`config.mk`:
```
export PLATFORM = sky130hd
export DESIGN_NAME = pcs1x_rx_blocklock
export DESIGN_NICKNAME = d
export VERILOG_FILES = /design/src/rtl/pcs1x_rx_blocklock.sv
export SDC_FILE = /design/constraint.sdc
export NUM_CORES = 1
export LEC_CHECK = 0
export ABC_CLOCK_PERIOD_IN_PS = 1770
export CAP_MARGIN = 30
export CORE_MARGIN = 2
export CORE_UTILIZATION = 40
export CTS_BUF_LIST = sky130_fd_sc_hd__clkbuf_4 sky130_fd_sc_hd__clkbuf_8
export CTS_CLUSTER_DIAMETER = 60
export CTS_CLUSTER_SIZE = 20
export DETAILED_ROUTE_END_ITERATION = 8
export DONT_BUFFER_PORTS = 1
export GPL_ROUTABILITY_DRIVEN = 0
export GPL_TIMING_DRIVEN = 1
export SLEW_MARGIN = 5
export SYNTH_ARGS = -nofsm -noshare
export SYNTH_HDL_FRONTEND = slang
export SYNTH_SLANG_ARGS = --single-unit
```
`constraint.sdc`:
```
create_clock -name clkpma_rx -period 1.77 [get_ports clkpma_rx]
set_input_delay 0.0885 -clock clkpma_rx [delete_from_list [all_inputs] [get_ports clkpma_rx]]
set_output_delay 0.0885 -clock clkpma_rx [all_outputs]
set_load 0.005 [all_outputs]
```
`src/rtl/pcs1x_rx_blocklock.sv`:
```
// 64b/66b sync-header block-lock FSM for one rx PCS lane; requests gearbox bit slips and reports lock.
// Latency: decision on the header strobed in cycle N is visible on the registered outputs in cycle N+1.
// Backpressure: none; a header is consumed on every in_sh_valid strobe and there is no ready signal.
module pcs1x_rx_blocklock #(
  parameter int SH_CNT_MAX   = 64,
  parameter int SH_INVLD_MAX = 16,
  parameter int SLIP_WAIT    = 4,
  parameter int ERRCNT_W     = 16
) (
  input  logic                clkpma_rx,
  input  logic                reset_rx,
  input  logic                in_enable,
  input  logic                in_sh_valid,
  input  logic [1:0]          in_sh,
  output logic                out_block_lock,
  output logic                out_slip,
  output logic                out_lock_lost,
  output logic [ERRCNT_W-1:0] out_sh_err_cnt
);

  localparam int SH_W   = $clog2(SH_CNT_MAX + 1);
  localparam int INV_W  = $clog2(SH_INVLD_MAX + 1);
  localparam int WAIT_W = $clog2(SLIP_WAIT + 1);

  localparam logic [SH_W-1:0]   SH_LAST   = SH_W'(SH_CNT_MAX);
  localparam logic [INV_W-1:0]  INV_LAST  = INV_W'(SH_INVLD_MAX);
  localparam logic [WAIT_W-1:0] WAIT_LAST = WAIT_W'(SLIP_WAIT);

  typedef enum logic [1:0] {
    ST_HUNT   = 2'd0,
    ST_SLIP_W = 2'd1,
    ST_LOCKED = 2'd2
  } state_t;

  state_t              state_q, state_d;
  logic [SH_W-1:0]     sh_cnt_q, sh_cnt_d;
  logic [INV_W-1:0]    invld_cnt_q, invld_cnt_d;
  logic [WAIT_W-1:0]   wait_cnt_q, wait_cnt_d;
  logic [ERRCNT_W-1:0] err_cnt_q, err_cnt_d;
  logic                lock_q, lock_d;
  logic                slip_q, slip_d;
  logic                lost_q, lost_d;

  // A header is good only when its two bits differ (01 or 10).
  logic                sh_ok;
  logic [SH_W-1:0]     sh_inc;
  logic [INV_W-1:0]    invld_inc;
  logic [WAIT_W-1:0]   wait_inc;
  logic                err_sat;

  assign sh_ok     = in_sh[1] ^ in_sh[0];
  assign sh_inc    = sh_cnt_q + SH_W'(1);
  assign invld_inc = invld_cnt_q + INV_W'(1);
  assign wait_inc  = wait_cnt_q + WAIT_W'(1);
  assign err_sat   = &err_cnt_q;

  // Next-state, counter and pulse decode; enable low forces the hunt state but keeps the error count.
  always_comb begin
    state_d     = state_q;
    sh_cnt_d    = sh_cnt_q;
    invld_cnt_d = invld_cnt_q;
    wait_cnt_d  = wait_cnt_q;
    err_cnt_d   = err_cnt_q;
    slip_d      = 1'b0;
    lost_d      = 1'b0;

    if (!in_enable) begin
      state_d     = ST_HUNT;
      sh_cnt_d    = '0;
      invld_cnt_d = '0;
      wait_cnt_d  = '0;
    end else if (in_sh_valid) begin
      case (state_q)
        ST_HUNT: begin
          if (!sh_ok) begin
            // Misaligned: ask for a one-bit slip and let the gearbox settle.
            slip_d     = 1'b1;
            sh_cnt_d   = '0;
            wait_cnt_d = '0;
            state_d    = ST_SLIP_W;
          end else if (sh_inc == SH_LAST) begin
            sh_cnt_d = '0;
            state_d  = ST_LOCKED;
          end else begin
            sh_cnt_d = sh_inc;
          end
        end

        ST_SLIP_W: begin
          // Headers here straddle the realignment and carry no information.
          if (wait_inc == WAIT_LAST) begin
            wait_cnt_d = '0;
            state_d    = ST_HUNT;
          end else begin
            wait_cnt_d = wait_inc;
          end
        end

        ST_LOCKED: begin
          sh_cnt_d = sh_inc;
          if (!sh_ok) begin
            invld_cnt_d = invld_inc;
            if (!err_sat) begin
              err_cnt_d = err_cnt_q + ERRCNT_W'(1);
            end
          end
          // Too many bad headers beats a window end landing on the same strobe.
          if (!sh_ok && (invld_inc == INV_LAST)) begin
            slip_d      = 1'b1;
            lost_d      = 1'b1;
            sh_cnt_d    = '0;
            invld_cnt_d = '0;
            wait_cnt_d  = '0;
            state_d     = ST_SLIP_W;
          end else if (sh_inc == SH_LAST) begin
            sh_cnt_d    = '0;
            invld_cnt_d = '0;
          end
        end

        default: begin
          state_d     = ST_HUNT;
          sh_cnt_d    = '0;
          invld_cnt_d = '0;
          wait_cnt_d  = '0;
        end
      endcase
    end

    lock_d = (state_d == ST_LOCKED);
  end

  // State, counters and registered outputs; reset also clears the sticky error count.
  always_ff @(posedge clkpma_rx) begin
    if (reset_rx) begin
      state_q     <= ST_HUNT;
      sh_cnt_q    <= '0;
      invld_cnt_q <= '0;
      wait_cnt_q  <= '0;
      err_cnt_q   <= '0;
      lock_q      <= 1'b0;
      slip_q      <= 1'b0;
      lost_q      <= 1'b0;
    end else begin
      state_q     <= state_d;
      sh_cnt_q    <= sh_cnt_d;
      invld_cnt_q <= invld_cnt_d;
      wait_cnt_q  <= wait_cnt_d;
      err_cnt_q   <= err_cnt_d;
      lock_q      <= lock_d;
      slip_q      <= slip_d;
      lost_q      <= lost_d;
    end
  end

  assign out_block_lock = lock_q;
  assign out_slip       = slip_q;
  assign out_lock_lost  = lost_q;
  assign out_sh_err_cnt = err_cnt_q;

endmodule

```
==> out/results.tsv <==
metric	value	unit
outcome	complete, no violations	
synthMuxAreaShare	1.71	%
clk_pin_slew	0.07	ns
post-route-period-util	98.4	%
cts_max_path_buffers	2	
dpl_cell_area	0.00221	sq mm
yosysWarnings	0	
ff2ff_setup_slack	0.03	ns
placeableCoreArea	0.00438	sq mm
endpoint_kind	flip-flop	
final_area	0.00254	sq mm
start_util	41.8	%
synth-seq-area-share	39.3	%
cts_buffers	5	
power	0.00156	W
grt_usage	17.4	%
synthFlopType	dfxtp_1	
synth_top_family_by_area	simple AND/OR/NAND/NOR gates	
synth_nets	233	
hp-class	in -> reg	
nets	281	
path_class	reg -> reg	
tns	0	ns
synth_area_per_cell	8.29	sq um
peakVddDrop	0.348	mV
maxCapViolations	0	
grt_pass1_vias	1609	
rows	24	
yosys.cell_types.count	40	
relSlewSlack	59.7	%
cts.root.buffer_cell	clkbuf_8	
fin_worst_skew	0.00880	ns
area_delta_synth_final	38.6	%
die_h	71.7	microns
clk_latency	0.29	ns
rr_startpoint	out_sh_err_cnt[1]	
n_fill_cell	391	
fin_crit	1.74	ns
tightest_slew	0.602	ns
grt_first_pass_wirelength	7100	microns
vias	1748	
synthArstFlopShare	0	%
synthSimpleGateAreaFrac	30.0	%
drt_iter0_markers	72	
final_cells	321	
min_from	in_sh_valid	
portBuffers	0	
r2r-end	out_sh_err_cnt[13]	
grt_antenna_before_repair	0	
worstPathRequired	1.99	ns
grt_max_degree	17	
setup.worst_path.start	out_sh_err_cnt[1]	
place_hpwl	3020	microns
die_w	71.7	microns
drv_slew	0	
rsz0062_at_grt	true	
finalCoreUtilization	58.0	%
htreeDepth	2	
critPathArrivalTime	1.96	ns
wirelength	4400	microns
crit_fanout	5	
synth-xor-area-share	9.01	%
setup_violations	0	
clock_sinks	36	
synth-compound-area-share	14.1	%
drc	0	
ys_ff_latch	36	
syn_inst	221	
synth-adder-area-share	4.10	%
vias_per_cell	5.45	
drt_pass1_iterations	4	
drive_gt1_share	36.1	%
antenna_cells	0	
powerDensity	615	mW/mm^2
startpoint_type	flip-flop	
die_area	0.00514	sq mm
placed_cells	309	
endpoint	out_sh_err_cnt[13]	
clock.fmax	574	MHz
grt-ovfl-total	0	
netlist_area	0.00183	sq mm
drtAntennaViolNets	0	
wire_per_inst	13.7	microns
leakage	0.965	nW
finalHoldViolations	0	
cts_tree	yes	
io_pins	25	
synth_edf_count	0	
reg2regPathDepth	5	
-- synth_stat cells, types with 2 or more instances --
master,count,area (sq um)
a211o_1,2,17.5
a21o_1,2,15.0
a21oi_1,9,45.0
a22o_1,2,17.5
a31oi_1,3,18.8
and3_1,3,18.8
clkbuf_1,6,22.5
dfxtp_1,36,721
ha_1,6,75.1
inv_1,3,11.3
mux2i_1,2,20.0
nand2_1,22,82.6
nand2b_1,5,31.3
nand3_1,20,100
nand4_1,10,62.6
nor2_1,25,93.8
nor2b_1,6,37.5
nor3_1,13,65.1
nor4_1,2,12.5
o21ai_0,7,35.0
or3_1,3,18.8
xnor2_1,4,35.0
xor2_1,13,114
-- registers in the layout (all words and copies together) (netlist names) --
signal          count
invld_cnt_q         5
out_block_lock      1
out_lock_lost       1
out_sh_err_cnt     16
out_slip            1
sh_cnt_q            7
state_q             2
wait_cnt_q          3
-- critical path, cell delays in order (launching register included) --
cell and delay [ns]:
dfxtp_2 0.35, and3_4 0.19, nand3_2 0.08, or4_4 0.55, or3_1 0.38, a21oi_1 0.12
-- placed cells by master (no fill, tap or decap), types with 3 or more instances in the layout --
cell,netlist,routed
dfxtp_2,0,13
dfxtp_1,36,22
nand2_1,22,20
clkbuf_8,0,7
nand3_1,20,16
nand2b_1,5,5
inv_1,3,3
xnor2_1,4,3
nand3_2,0,3
a31oi_1,3,3
nand4_1,10,10
nor3_1,13,8
ha_1,6,4
o21ai_0,7,6
nor2b_1,6,5
nor2_1,25,24
a21oi_1,9,9
dlygate4sd3_1,0,3
buf_4,0,42
nor3_2,0,3
xor2_1,13,13
-- final cells by class --
| type | count | area, sq um | area share, % |
|---|---|---|---|
| sequential | 36 | 741 | 29.1 |
| inverter | 3 | 11.3 | 0.443 |
| multi-input combinational | 176 | 1260 | 49.6 |
| timing repair buffer | 47 | 368 | 14.5 |
| tap | 52 | 65.1 | 2.56 |
| clock buffer | 7 | 96.3 | 3.79 |
-- stage by stage --
step | hold slack (ns) | worst slack (ns)
5_1_grt | 0.0529 | -0.0707
4_1_cts | 0.000563 | 0.000330
3_3_place_gp | 0.161 | -0.127
2_1_floorplan | 0.195 | 0.0265
3_5_place_dp | 0.162 | -0.185
6_report | 0.0450 | 0.0291
-- report_power, final --
group,internal (W),switching [W]
clock,0.000346,0.000283
combinational,0.0000475,0.0000666
sequential,0.000814,0.00000496
-- cells by family after synthesis --
| group | after synthesis |
|---|---|
| simple gates | 112 |
| mux | 3 |
| fa+ha+maj | 6 |
| buf+inv | 9 |
| flops | 36 |
| compound gates | 37 |
| xor+xnor | 18 |
-- worst min-delay path by stage --
stage,end,slack [ns],depth (start not counted)
detailed placement,out_sh_err_cnt[13],0.16,1
global placement,out_sh_err_cnt[13],0.16,1
finish,sh_cnt_q[2],0.04,3
CTS,out_slip,0.0006,2
floorplan,out_block_lock,0.19,1
global route,out_slip,0.05,2
-- routing by layer --
| layer | global-route usage [%] | share of wire, % | vias to the layer above |
|---|---|---|---|
| met2 | 27.9 | 48 | 26 |
| li1 | - | - | 895 |
| met5 | 0 | 0 | - |
| met4 | 5.66 | 1.3 | 0 |
| met1 | 22.2 | 47 | 821 |
| met3 | 5.49 | 4.5 | 6 |
-- what timing repair did --
| action | CTS | global route |
|---|---|---|
| hold buffers | 3 | 0 |
| resized for setup | 12 | 36 |
| setup endpoints to repair | 9 | 21 |
| gates cloned | 0 | 0 |
| buffers inserted | 0 | 4 |
| hold endpoints to repair | 20 | 0 |
| pin swaps | 5 | 16 |
(Power assumes the default switching activity.)
